==> src/rtl/mmio_host_master_pkg.sv <==
// Shared definitions for the MMIO host master: bus widths, op encodings,
// the default CTRL register address, FSM state codes and a response helper.
package mmio_host_master_pkg;

  localparam int MMIO_ADDR_WIDTH = 32;
  localparam int MMIO_DATA_WIDTH = 64;

  localparam logic [1:0] OP_READ  = 2'b00;
  localparam logic [1:0] OP_WRITE = 2'b01;
  localparam logic [1:0] OP_POLL  = 2'b10;
  localparam logic [1:0] OP_RSVD  = 2'b11;

  localparam logic [MMIO_ADDR_WIDTH-1:0] MMIO_CTRL_ADDR = 32'h4000_0000;

  localparam logic [2:0] ST_IDLE  = 3'd0;
  localparam logic [2:0] ST_FETCH = 3'd1;
  localparam logic [2:0] ST_REQ   = 3'd2;
  localparam logic [2:0] ST_RESP  = 3'd3;
  localparam logic [2:0] ST_DONE  = 3'd4;

  // A response belongs to the outstanding request only if both the command
  // type and the address echo back unchanged.
  function automatic logic resp_mismatch(
    input logic                       exp_cmd,
    input logic [MMIO_ADDR_WIDTH-1:0] exp_addr,
    input logic                       act_cmd,
    input logic [MMIO_ADDR_WIDTH-1:0] act_addr
  );
    return (exp_cmd != act_cmd) || (exp_addr != act_addr);
  endfunction

endpackage

==> src/rtl/mmio_host_master.sv <==
// MMIO host master: turns READ / WRITE / START_POLL commands into a sequence
// of single-outstanding MMIO requests, streaming write data in and read data
// out, with sticky response, timeout and opcode error flags.
module mmio_host_master
  import mmio_host_master_pkg::*;
#(
  parameter logic [15:0]                TIMEOUT_CYCLES = 16'd65535,
  parameter logic [MMIO_ADDR_WIDTH-1:0] CTRL_ADDR      = MMIO_CTRL_ADDR
) (
  input  logic                       clk,
  input  logic                       rst_n,
  input  logic                       cmd_val,
  output logic                       cmd_rdy,
  input  logic [1:0]                 cmd_op,
  input  logic [MMIO_ADDR_WIDTH-1:0] cmd_addr,
  input  logic [7:0]                 cmd_len,
  input  logic                       wdata_val,
  output logic                       wdata_rdy,
  input  logic [MMIO_DATA_WIDTH-1:0] wdata,
  output logic                       rdata_val,
  input  logic                       rdata_rdy,
  output logic [MMIO_DATA_WIDTH-1:0] rdata,
  output logic                       req_cmd,
  output logic [MMIO_ADDR_WIDTH-1:0] req_addr,
  output logic [MMIO_DATA_WIDTH-1:0] req_data,
  output logic                       req_val,
  input  logic                       req_rdy,
  input  logic                       resp_cmd,
  input  logic [MMIO_ADDR_WIDTH-1:0] resp_addr,
  input  logic [MMIO_DATA_WIDTH-1:0] resp_data,
  input  logic                       resp_val,
  output logic                       resp_rdy,
  output logic                       busy,
  output logic                       done,
  output logic                       err_resp,
  output logic                       err_timeout,
  output logic                       err_op
);

  logic [2:0]                 state_r;
  logic [1:0]                 op_r;
  logic [8:0]                 cnt_r;
  logic                       poll_r;      // 0: CTRL write in flight, 1: status polling
  logic                       req_cmd_r;
  logic [MMIO_ADDR_WIDTH-1:0] req_addr_r;
  logic [MMIO_DATA_WIDTH-1:0] req_data_r;
  logic [MMIO_DATA_WIDTH-1:0] rdata_r;
  logic                       rdata_val_r;
  logic                       err_resp_r;
  logic                       err_timeout_r;
  logic                       err_op_r;
  logic [15:0]                tmo_r;

  logic        cmd_fire_s;
  logic        wdata_fire_s;
  logic        req_fire_s;
  logic        resp_rdy_s;
  logic        resp_fire_s;
  logic        rdata_fire_s;
  logic        read_hold_s;
  logic        last_s;
  logic        wait_s;
  logic        hs_s;
  logic [15:0] tmo_inc_s;
  logic        tmo_hit_s;

  // A READ may not accept another response (nor finish) while the previous
  // word still sits unconsumed in the rdata register.
  assign read_hold_s  = (op_r == OP_READ) && rdata_val_r;
  assign cmd_fire_s   = cmd_val && (state_r == ST_IDLE);
  assign wdata_fire_s = wdata_val && (state_r == ST_FETCH);
  assign req_fire_s   = req_rdy && (state_r == ST_REQ);
  assign resp_rdy_s   = (state_r == ST_RESP) && !read_hold_s;
  assign resp_fire_s  = resp_val && resp_rdy_s;
  assign rdata_fire_s = rdata_val_r && rdata_rdy;
  assign last_s       = (cnt_r == 9'd1);
  assign wait_s       = (state_r == ST_REQ) || (state_r == ST_RESP);
  assign hs_s         = req_fire_s || resp_fire_s;
  assign tmo_inc_s    = tmo_r + 16'd1;
  assign tmo_hit_s    = (TIMEOUT_CYCLES != 16'd0) && wait_s && !hs_s && (tmo_inc_s == TIMEOUT_CYCLES);

  assign cmd_rdy     = (state_r == ST_IDLE);
  assign wdata_rdy   = (state_r == ST_FETCH);
  assign req_val     = (state_r == ST_REQ);
  assign resp_rdy    = resp_rdy_s;
  assign busy        = (state_r != ST_IDLE);
  assign done        = (state_r == ST_DONE) && !read_hold_s;
  assign req_cmd     = req_cmd_r;
  assign req_addr    = req_addr_r;
  assign req_data    = req_data_r;
  assign rdata       = rdata_r;
  assign rdata_val   = rdata_val_r;
  assign err_resp    = err_resp_r;
  assign err_timeout = err_timeout_r;
  assign err_op      = err_op_r;

  // Idle-cycle counter for the current wait; saturates so it never re-hits.
  always_ff @(posedge clk or negedge rst_n) begin
    if (!rst_n) begin
      tmo_r <= 16'd0;
    end else if (!wait_s || hs_s) begin
      tmo_r <= 16'd0;
    end else if (tmo_r != 16'hFFFF) begin
      tmo_r <= tmo_inc_s;
    end
  end

  // Command sequencer with request, read-data and error-flag registers.
  always_ff @(posedge clk or negedge rst_n) begin
    if (!rst_n) begin
      state_r       <= ST_IDLE;
      op_r          <= 2'b00;
      cnt_r         <= 9'd0;
      poll_r        <= 1'b0;
      req_cmd_r     <= 1'b0;
      req_addr_r    <= '0;
      req_data_r    <= '0;
      rdata_r       <= '0;
      rdata_val_r   <= 1'b0;
      err_resp_r    <= 1'b0;
      err_timeout_r <= 1'b0;
      err_op_r      <= 1'b0;
    end else begin
      if (rdata_fire_s) begin
        rdata_val_r <= 1'b0;
      end
      if (tmo_hit_s) begin
        err_timeout_r <= 1'b1;
      end
      case (state_r)
        ST_IDLE: begin
          if (cmd_fire_s) begin
            op_r          <= cmd_op;
            cnt_r         <= {1'b0, cmd_len} + 9'd1;
            poll_r        <= 1'b0;
            req_addr_r    <= cmd_addr;
            err_resp_r    <= 1'b0;
            err_timeout_r <= 1'b0;
            err_op_r      <= 1'b0;
            case (cmd_op)
              OP_READ: begin
                req_cmd_r <= 1'b0;
                state_r   <= ST_REQ;
              end
              OP_WRITE: begin
                req_cmd_r <= 1'b1;
                state_r   <= ST_FETCH;
              end
              OP_POLL: begin
                req_cmd_r  <= 1'b1;
                req_addr_r <= CTRL_ADDR;
                req_data_r <= 64'h1;
                state_r    <= ST_REQ;
              end
              default: begin
                err_op_r <= 1'b1;
                state_r  <= ST_DONE;
              end
            endcase
          end
        end
        ST_FETCH: begin
          if (wdata_fire_s) begin
            req_data_r <= wdata;
            state_r    <= ST_REQ;
          end
        end
        ST_REQ: begin
          if (req_fire_s) begin
            state_r <= ST_RESP;
          end
        end
        ST_RESP: begin
          if (resp_fire_s) begin
            if (resp_mismatch(req_cmd_r, req_addr_r, resp_cmd, resp_addr)) begin
              err_resp_r <= 1'b1;
            end
            case (op_r)
              OP_READ: begin
                rdata_r     <= resp_data;
                rdata_val_r <= 1'b1;
                cnt_r       <= cnt_r - 9'd1;
                if (last_s) begin
                  state_r <= ST_DONE;
                end else begin
                  req_addr_r <= req_addr_r + 32'd1;
                  state_r    <= ST_REQ;
                end
              end
              OP_WRITE: begin
                cnt_r <= cnt_r - 9'd1;
                if (last_s) begin
                  state_r <= ST_DONE;
                end else begin
                  req_addr_r <= req_addr_r + 32'd1;
                  state_r    <= ST_FETCH;
                end
              end
              OP_POLL: begin
                // First response acknowledges the CTRL write; afterwards
                // keep reading CTRL until its busy bit reads back clear.
                if (!poll_r) begin
                  poll_r    <= 1'b1;
                  req_cmd_r <= 1'b0;
                  state_r   <= ST_REQ;
                end else if (resp_data[0]) begin
                  state_r <= ST_REQ;
                end else begin
                  state_r <= ST_DONE;
                end
              end
              default: begin
                state_r <= ST_DONE;
              end
            endcase
          end
        end
        ST_DONE: begin
          if (!read_hold_s) begin
            state_r <= ST_IDLE;
          end
        end
        default: begin
          state_r <= ST_IDLE;
        end
      endcase
    end
  end

endmodule
==> config.mk <==
export PLATFORM = sky130hd
export DESIGN_NAME = mmio_host_master
export DESIGN_NICKNAME = d
export VERILOG_FILES = /design/src/rtl/mmio_host_master_pkg.sv /design/src/rtl/mmio_host_master.sv
export SDC_FILE = /design/constraint.sdc
export NUM_CORES = 1
export LEC_CHECK = 0
export ABC_AREA = 0
export ABC_CLOCK_PERIOD_IN_PS = 2400
export BUFFER_PORTS_ARGS = -buffer_cell sky130_fd_sc_hd__buf_2
export CORE_AREA = 2 2 146 148
export CTS_CLUSTER_SIZE = 28
export DETAILED_ROUTE_END_ITERATION = 12
export DIE_AREA = 0 0 148 150
export PLACE_DENSITY = 0.76
export SLEW_MARGIN = 10
export SYNTH_ARGS = -nofsm -noshare
export SYNTH_HDL_FRONTEND = slang
export SYNTH_SLANG_ARGS = --single-unit
==> constraint.sdc <==
create_clock -name clk -period 2.4 [get_ports clk]
set_input_delay 0.24 -clock clk [delete_from_list [all_inputs] [get_ports clk]]
set_output_delay 0.24 -clock clk [all_outputs]
set_load 0.05 [all_outputs]
# Yosys cells after proc, flatten, opt, wreduce, memory -nomap -nowiden
# Index checks and enable logic that the tools add are counted.
# word_totals
regBits	196
out_inout_bits	171
wordCells	128
# classes
addsub	4
eq_ne	25
muxes	49
reduce_logical	37
# ops
operator	n
2-to-1 mux 64 bit	3
2-to-1 mux 32 bit	5
one-hot mux 64 bit (2 select lines)	1
one-hot mux 32 bit (2 select lines)	1
adder 32 x 1 -> 32 bit (second input constant)	1
2-to-1 mux 16 bit	2
!= test 32 bit	1
2-to-1 mux 3 bit	9
2-to-1 mux 9 bit	3
one-hot mux 9 bit (2 select lines)	1
2-to-1 mux 1 bit	17
adder 16 x 1 -> 16 bit (second input constant)	1
equality test 16 bit (second input constant)	1
!= test 16 bit (second input constant)	1
AND reduction 4 bit	4
one-hot mux 3 bit (5 select lines)	1
!= test 2 x 1 -> 1 bit (second input constant)	6
logical AND 1 bit	10
!= test 2 bit (second input constant)	5
AND reduction 5 bit	2
adder 8 x 1 -> 9 bit (second input constant)	1
equality test 9 x 1 -> 1 bit (second input constant)	1
one-hot mux 3 bit (3 select lines)	1
subtractor 9 x 1 -> 9 bit (second input constant)	1
20 further kinds	36

# Depth between registers and ports, before layout
# Gate-level depths: netlist of the first run.
# depth
word_depth	12
ltp_mapped	9
ltp_nobuf	7

# Least setup slack after synthesis of the first run
# Ideal clock, no wire load.
# synth_timing
kind	flip-flop to flip-flop
from	register state_r[0]
to	register err_timeout_r (netlist: err_timeout)
setup_ns	0.076
t_arrival_ns	2.392
t_required_ns	2.324
setup_slack_ns	-0.068
path_stages_with_launch	8
path_cell_list	dfrtp_1 buf_2 or3_1 inv_1 and2_0 or4_1 nand4bb_1 o21ai_1
# synth_lines
item	line_no	rtl
start, declared	mmio_host_master.sv:40	logic [2:0] state_r;
start signal, assigned	mmio_host_master.sv:111	state_r <= ST_IDLE;
start signal, assigned	mmio_host_master.sv:143	state_r <= ST_REQ;
start signal, assigned	mmio_host_master.sv:147	state_r <= ST_FETCH;
zero test 3 bit *	n/a	
named net cmd_rdy	mmio_host_master.sv:13	output logic cmd_rdy,
logical AND 1 bit	mmio_host_master.sv:70	assign cmd_fire_s = cmd_val && (state_r == ST_IDLE);
2-to-1 mux 1 bit	mmio_host_master.sv:132	if (cmd_fire_s) begin
2-to-1 mux 1 bit *	mmio_host_master.sv:130	case (state_r)
end signal, assigned	mmio_host_master.sv:121	err_timeout_r <= 1'b0;
end signal, assigned	mmio_host_master.sv:128	err_timeout_r <= 1'b1;
end signal, assigned	mmio_host_master.sv:138	err_timeout_r <= 1'b0;
end, declared	mmio_host_master.sv:50	logic err_timeout_r;
# Mark *: on every way through the listed nets, which the timed path passes. The rest lies on a longest branch.
# A chain may end at the register's enable or synchronous reset.

# Worst setup path after layout of the first run
# layout_timing
from	register state_r[2]
to	register cnt_r[5]
# layout_between
elab_chain_len	5
# layout_rtl
item	line_no	rtl
equality test 3 x 2 -> 1 bit	mmio_host_master.sv:73, mmio_host_master.sv:130	
logical AND 1 bit	mmio_host_master.sv:73	assign resp_rdy_s = (state_r == ST_RESP) && !read_hold_s;
logical AND 1 bit	mmio_host_master.sv:74	assign resp_fire_s = resp_val && resp_rdy_s;
!= test 2 bit (no source line)	n/a	
AND reduction 4 bit (no source line)	n/a	
end signal, assigned	mmio_host_master.sv:134	cnt_r <= {1'b0, cmd_len} + 9'd1;
end signal, assigned	mmio_host_master.sv:182	cnt_r <= cnt_r - 9'd1;
end signal, assigned	mmio_host_master.sv:191	cnt_r <= cnt_r - 9'd1;
end, declared	mmio_host_master.sv:42	logic [8:0] cnt_r;
# Parallel ways exist; a longest one is shown, timed or not.

==> reports/qor.txt, run 1 <==
Worst setup margin = 135 ps
Max-Cap Viols = 0
CTS Buf Count = 17
Max Clock Skew = 18.6 ps
Initial antenna violation count = 1
Initial Util = 0.455
Simple-gate area share of the yosys netlist = 0.133
Max FO, Critical Path = 16
Peak VDD IR = 1020 uV
Wirelength per Cell = 18.8 um
Multiplexer share of the synthesized area = 0.0786
Post-Syn Instances = 872
CTS root buf = clkbuf_16
Total congestion overflow = 0
Hold Slack = 20.3 ps
Fin nets = 1484
Max clock buf depth = 2
Comb pwr share = 0.560
Hold Path Depth = 2
Number of global-route vias before repair = 8252
Clk_lat worst skew = 440 ps
Async S/R FF share, synth = 1.00
Leak = 6.24 nW
Total Wirelength = 29.3 mm
GRT met1 Usage = 0.318
Area Growth Syn to Fin = 33.7%
Yosys warning total = 0
Top Usage Layer GRT = met2
Crit path time final = 2260 ps
Internal power = 9.69 mW
Main combinational cell family by area after synthesis = compound AO/OA/AOI/OAI gates
Post-DRT Antenna Nets = 0
Mean Syn Cell Area = 10.8 sq um
Synth Area in XOR/XNOR = 0.0474
Synth cell types = 66
Critical-path cell list = nand3b_4, buf_4, o41ai_1, o21ai_0, a22oi_1
Setup TNS = 0 ps
Worst slew pin tran = 1030 ps
I/O pins = 381
CP Class = reg2reg
Iteration-0 DRC Markers = 637
Gpl congestion = 0.910
Leading area contributor after synthesis = dfrtp_1
Critical path data required time = 2740 ps
Synth top area share = 0.521
Seq pwr share = 0.291
Die Ht = 150 um
Largest net degree at the start of global routing = 75
Depth of the CTS H-tree = 4
First-pass GRT wire length = 43.8 mm
Worst setup EP type = flip-flop
Post-CTS Setup Bufs = 0
Site Rows = 53
Sw power = 10.9 mW
Synth Register Bits = 196
Ys flop type = dfrtp_1
CTS tree = done
Worst path slowest cell = o41ai_1
Total track usage = 0.250
Crit start category = flip-flop
Clk sinks = 196
Met3 Use GR = 0.0655
Layout cells sized above 1 = 0.421
# port buffers = 380
Hold Fails Final Rpt = 0
Layout Cells excl Fill = 1553
CP arrival = 2610 ps
Max stage delay on crit path = 890 ps
Met2 usage = 0.414
Chip Width = 148 um
Reg2reg path depth = 5
Vias = 8735
DP HPWL = 21.7 mm
Pwr Density = 1630 nW/um^2
DRT Pass-1 Iters = 5
Seq/Total Area, Yosys = 0.521
Clock transition at path regs = 80 ps
Clock group share of total power = 0.148
Area of the die = 22200 sq um
Worst hold path type = in2reg
Core area = 20700 sq um
Max Clk Rate = 442 MHz
DRC = 0
Compound-Gate Fraction of Synth Area = 0.173
Status = finished, final reports clean
EDFF count, synth = 0
Max_slew headroom = 0.305
Dpl cells = 1510
Synth Cell Area = 9420 sq um
Final Max Slew Viols = 0
Synth Area in Adders = 0.0133
Sw frac = 0.529
RSZ-0062 raised after global routing = false
Final period util = 0.944
Vias per cell = 5.62
Worst slack, placed = 194 ps
Largest cells by area after synthesis = dfrtp_1 (52%), mux2_2 (7.6%), a22o_1 (5.9%), a21oi_1 (3.7%), xor2_1 (3.5%)
Mapped Nets = 1092
Setup Viol. Count Final = 0
cells by family (layout without fill, tap and decap cells):
| family | Yosys count | in the layout |
|---|---|---|
| compound gates | 240 | 240 |
| flops | 196 | 196 |
| buf+inv | 78 | 483 |
| xor+xnor | 51 | 51 |
| fa+ha+maj | 10 | 10 |
| mux | 66 | 66 |
| simple gates | 231 | 231 |
| other cells | 0 | 1 |
critical path: cells and delay by family (launching register included):
kind / cells / cell delay [ps]
AO/OA/AOI/OAI: 3 / 1350
buffers and inverters: 1 / 220
flip-flops: 1 / 400
AND/OR/NAND/NOR: 1 / 210
routing by layer:
layer,wire length (um),vias up,part of all wire
met5,0,-,0
met4,759,0,0.026
met3,2540,51,0.087
met2,14500,442,0.49
met1,11500,4242,0.39
li1,-,4000,-
sequential cells by signal (all words and copies together), names as in the netlist:
signal,count
rdata,64
req_data,64
req_addr,32
tmo_r,16
cnt_r,9
state_r,3
op_r,2
err_op,1
err_resp,1
err_timeout,1
poll_r,1
rdata_val,1
req_cmd,1
what timing repair did:
action                                  CTS  global route
gates resized for setup                   0             1
endpoints found under the setup margin    0             1
hold buffers                              8             2
hold endpoints to repair                 77             2
synthesized netlist by cell type, types with 7 or more instances:
master / count
inv_1: 19
nor4_1: 15
buf_2: 12
a22o_1: 64
and3_1: 17
o22a_1: 11
dfrtp_1: 196
a31oi_1: 17
o21ai_0: 37
nor2_1: 52
nand3_1: 33
ha_1: 10
clkbuf_1: 42
a21oi_1: 70
nor3_1: 14
nand4_1: 11
xor2_1: 38
nand2_1: 42
xnor2_1: 13
and4_1: 7
mux2_2: 64
metrics by stage:
stage / cell area [sq um] / util / power (mW)
2_1_floorplan: 9430 / - / 14.3
3_3_place_gp: 11900 / 0.573 / 17.3
3_5_place_dp: 11900 / 0.573 / 17.5
4_1_cts: 12600 / 0.608 / 20.6
5_1_grt: 12600 / 0.609 / 21.5
6_report: 12600 / 0.609 / 20.5
final timing paths:
path                                         from                  endpoint  slack, ps
min reg2reg                    err_op$_DFFE_PN0P_        err_op$_DFFE_PN0P_        490
min                                     wdata[15]  req_data[15]$_DFFE_PN0P_         20
max reg2reg                state_r[2]$_DFFE_PN0P_      cnt_r[5]$_DFFE_PN0P_        140
max                        state_r[2]$_DFFE_PN0P_      cnt_r[5]$_DFFE_PN0P_        140
min in group asynchronous                   rst_n  req_data[14]$_DFFE_PN0P_        380
max in group asynchronous                   rst_n  req_data[61]$_DFFE_PN0P_       1220
area by class of cell:
type,count,area [sq um]
multi-input combinational,598,4220
clock buffer,17,425
antenna,1,2.50
inverter,20,75.1
clock inverter,15,215
sequential,196,4910
tap,275,344
fill,1733,8090
timing repair buffer,431,2410
power by group through the flow:
stage / sequential [mW] / clock [mW] / combinational (mW)
global placement: 5.93 / 0 / 11.3
CTS: 5.95 / 3.12 / 11.5
detailed placement: 6.00 / 0 / 11.5
floorplan: 10.4 / 0 / 3.92
finish: 5.98 / 3.05 / 11.5
global route: 6.17 / 3.26 / 12.1
cell usage in the layout (no fill, tap or decap), drive strengths merged, types with 13 or more instances in the layout:
master / n
nand2: 42
nand3: 33
nor3: 16
and3: 17
nor4: 16
mux2: 64
xnor2: 13
clkbuf: 18
dfrtp: 196
inv: 28
o21ai: 39
xor2: 38
a31oi: 17
buf: 420
a22o: 64
nor2: 52
a21oi: 70
Power figures use the tool's default switching activity.
==> run 2, diff against run 1 <==
--- a/config.mk
+++ b/config.mk
@@ -8,11 +8,11 @@
 export ABC_AREA = 0
 export ABC_CLOCK_PERIOD_IN_PS = 2400
 export BUFFER_PORTS_ARGS = -buffer_cell sky130_fd_sc_hd__buf_2
-export CORE_AREA = 2 2 146 148
+export CORE_MARGIN = 10
+export CORE_UTILIZATION = 49
 export CTS_CLUSTER_SIZE = 28
 export DETAILED_ROUTE_END_ITERATION = 12
-export DIE_AREA = 0 0 148 150
-export PLACE_DENSITY = 0.76
+export PLACE_DENSITY = 0.81
 export SLEW_MARGIN = 10
 export SYNTH_ARGS = -nofsm -noshare
 export SYNTH_HDL_FRONTEND = slang
==> reports/qor.txt, run 2 (synthesized netlist as in run 1, its figures left out) <==
# port buffers = 380
DRT Pass-1 Iters = 5
CTS tree = done
Layout cells sized above 1 = 0.423
Most common cell after layout, fill and taps aside = buf_2
Area of the die = 25200 sq um
Clock group share of total power = 0.139
Iteration-0 DRC Markers = 619
Post-CTS Setup Bufs = 0
CTS root buf = clkbuf_16
Leak = 6.18 nW
Internal power = 9.60 mW
Top Usage Layer GRT = met2
Max Clock Skew = 19.7 ps
Commonest cells after routing, fill and taps aside = buf_2 (379), dfrtp_1 (193), a21oi_1 (70), mux2_2 (64), a22o_1 (64)
Vias = 8729
Pwr Density = 1640 nW/um^2
First-pass GRT wire length = 48.8 mm
Critical-path cell list = ha_1, nand3_1, or4_4, nor3_4, a211oi_1, nor4_1
Clk_lat worst skew = 430 ps
Max clock buf depth = 2
Worst setup EP type = flip-flop
Post-Layout Inst Area = 12500 sq um
Critical path data required time = 2720 ps
Fin nets = 1476
Total track usage = 0.248
RSZ-0062 raised after global routing = false
Sw power = 10.8 mW
Initial Util = 0.500
GRT met1 Usage = 0.278
Die Ht = 159 um
Met3 Use GR = 0.100
Wirelength per Cell = 21.3 um
Worst hold path type = in2reg
Seq pwr share = 0.291
R2r setup slk = 200 ps
Depth of the CTS H-tree = 4
Max-Cap Viols = 0
Worst slew pin tran = 937 ps
Final core occ = 0.662
CP Class = reg2reg
Final Max Slew Viols = 0
Setup TNS = 0 ps
Site Rows = 50
Max stage delay on crit path = 620 ps
CTS Buf Count = 17
Clk sinks = 196
Core area = 18800 sq um
Max_slew headroom = 0.367
Hold Fails Final Rpt = 0
CP arrival = 2510 ps
Initial antenna violation count = 7
Max Clk Rate = 455 MHz
Area Growth Syn to Fin = 32.2%
Total Wirelength = 32.7 mm
Footprint of the multi-input gates = 4220 sq um
Clock transition at path regs = 80 ps
DRC = 0
I/O pins = 381
Dpl cells = 1495
Max FO, Critical Path = 6
Status = finished, final reports clean
Number of global-route vias before repair = 8884
Largest net degree at the start of global routing = 73
Chip Width = 159 um
Met2 usage = 0.416
Sw frac = 0.531
Total power draw = 20.4 mW
DP HPWL = 25.1 mm
Placed inst area = 11800 sq um
Total congestion overflow = 0
Crit start category = flip-flop
Post-DRT Antenna Nets = 0
Layout Cells excl Fill = 1536
Register area = 4910 sq um
Gpl congestion = 0.930
Vias per cell = 5.68
Peak VDD IR = 1370 uV
Worst path slowest cell = or4_4
Setup Viol. Count Final = 0
Crit path time final = 2200 ps
Filler cell count = 1470
Final period util = 0.915
Comb pwr share = 0.569
==> run 2: cell types whose count changed in the layout (fill, tap and decap cells not counted), sizes merged <==
cell	before	now
dlygate4sd3	10	2
clkinv	6	5
diode	1	8
clkinvlp	0	3
inv	28	25
==> run 2: cell type report <==
cell class	count	area share
Clock inverter	14	0.0131
Multi-Input combinational cell	598	0.338
Antenna cell	8	0.00161
Sequential cell	196	0.394
Tap cell	260	0.0261
Inverter	20	0.00603
Timing Repair Buffer	423	0.187
Clock buffer	17	0.0341
==> run 2: path summary, 6_finish.rpt <==
check / from / depth (start not counted) / endpoint
min in group asynchronous: rst_n / 2 / req_data[49]$_DFFE_PN0P_
min: resp_data[55] / 2 / rdata[55]$_DFFE_PN0P_
max: req_addr[0]$_DFFE_PN0P_ / 6 / req_addr[28]$_DFFE_PN0P_
max in group asynchronous: rst_n / 3 / req_addr[1]$_DFFE_PN0P_
min reg2reg: req_data[55]$_DFFE_PN0P_ / 1 / req_data[55]$_DFFE_PN0P_
max reg2reg: req_addr[0]$_DFFE_PN0P_ / 6 / req_addr[28]$_DFFE_PN0P_
==> run 2: power groups by stage <==
stage / sequential, mW / combinational (mW) / clock (mW)
after global routing: 6.16 / 12.3 / 3.04
after global placement: 5.88 / 11.5 / 0
final: 5.96 / 11.6 / 2.85
after CTS: 5.93 / 11.7 / 2.90
after floorplan: 10.4 / 3.92 / 0
after detailed placement: 5.97 / 11.6 / 0
==> run 2: routing by layer <==
layer / routed length, um / up-vias
met4: 784 / 0
met1: 11600 / 4232
met5: 0 / -
met3: 3840 / 56
li1: - / 3983
met2: 16400 / 458
==> run 2: timing repair <==
item | 4_1_cts | 5_1_grt
hold buffers | 2 | 0
setup endpoints to repair | 0 | 1
resized for setup | 0 | 1
hold endpoints to repair | 69 | 0
==> run 2: metrics by stage <==
| stage | setup slack [ps] | hold WS, ps |
|---|---|---|
| after floorplan | 28.5 | -55.6 |
| after global placement | 257 | 310 |
| after detailed placement | 178 | 310 |
| after CTS | 135 | 18.6 |
| after global routing | 26.3 | 11.1 |
| final | 203 | 31.6 |
==> run 2: critical path: cells and delay by family (launching register included) <==
| kind | cells | cell delay [ps] |
|---|---|---|
| and+or+nand+nor | 4 | 1330 |
| DFF | 1 | 430 |
| adders and majority gates | 1 | 220 |
| AOI/OAI and AO/OA | 1 | 110 |
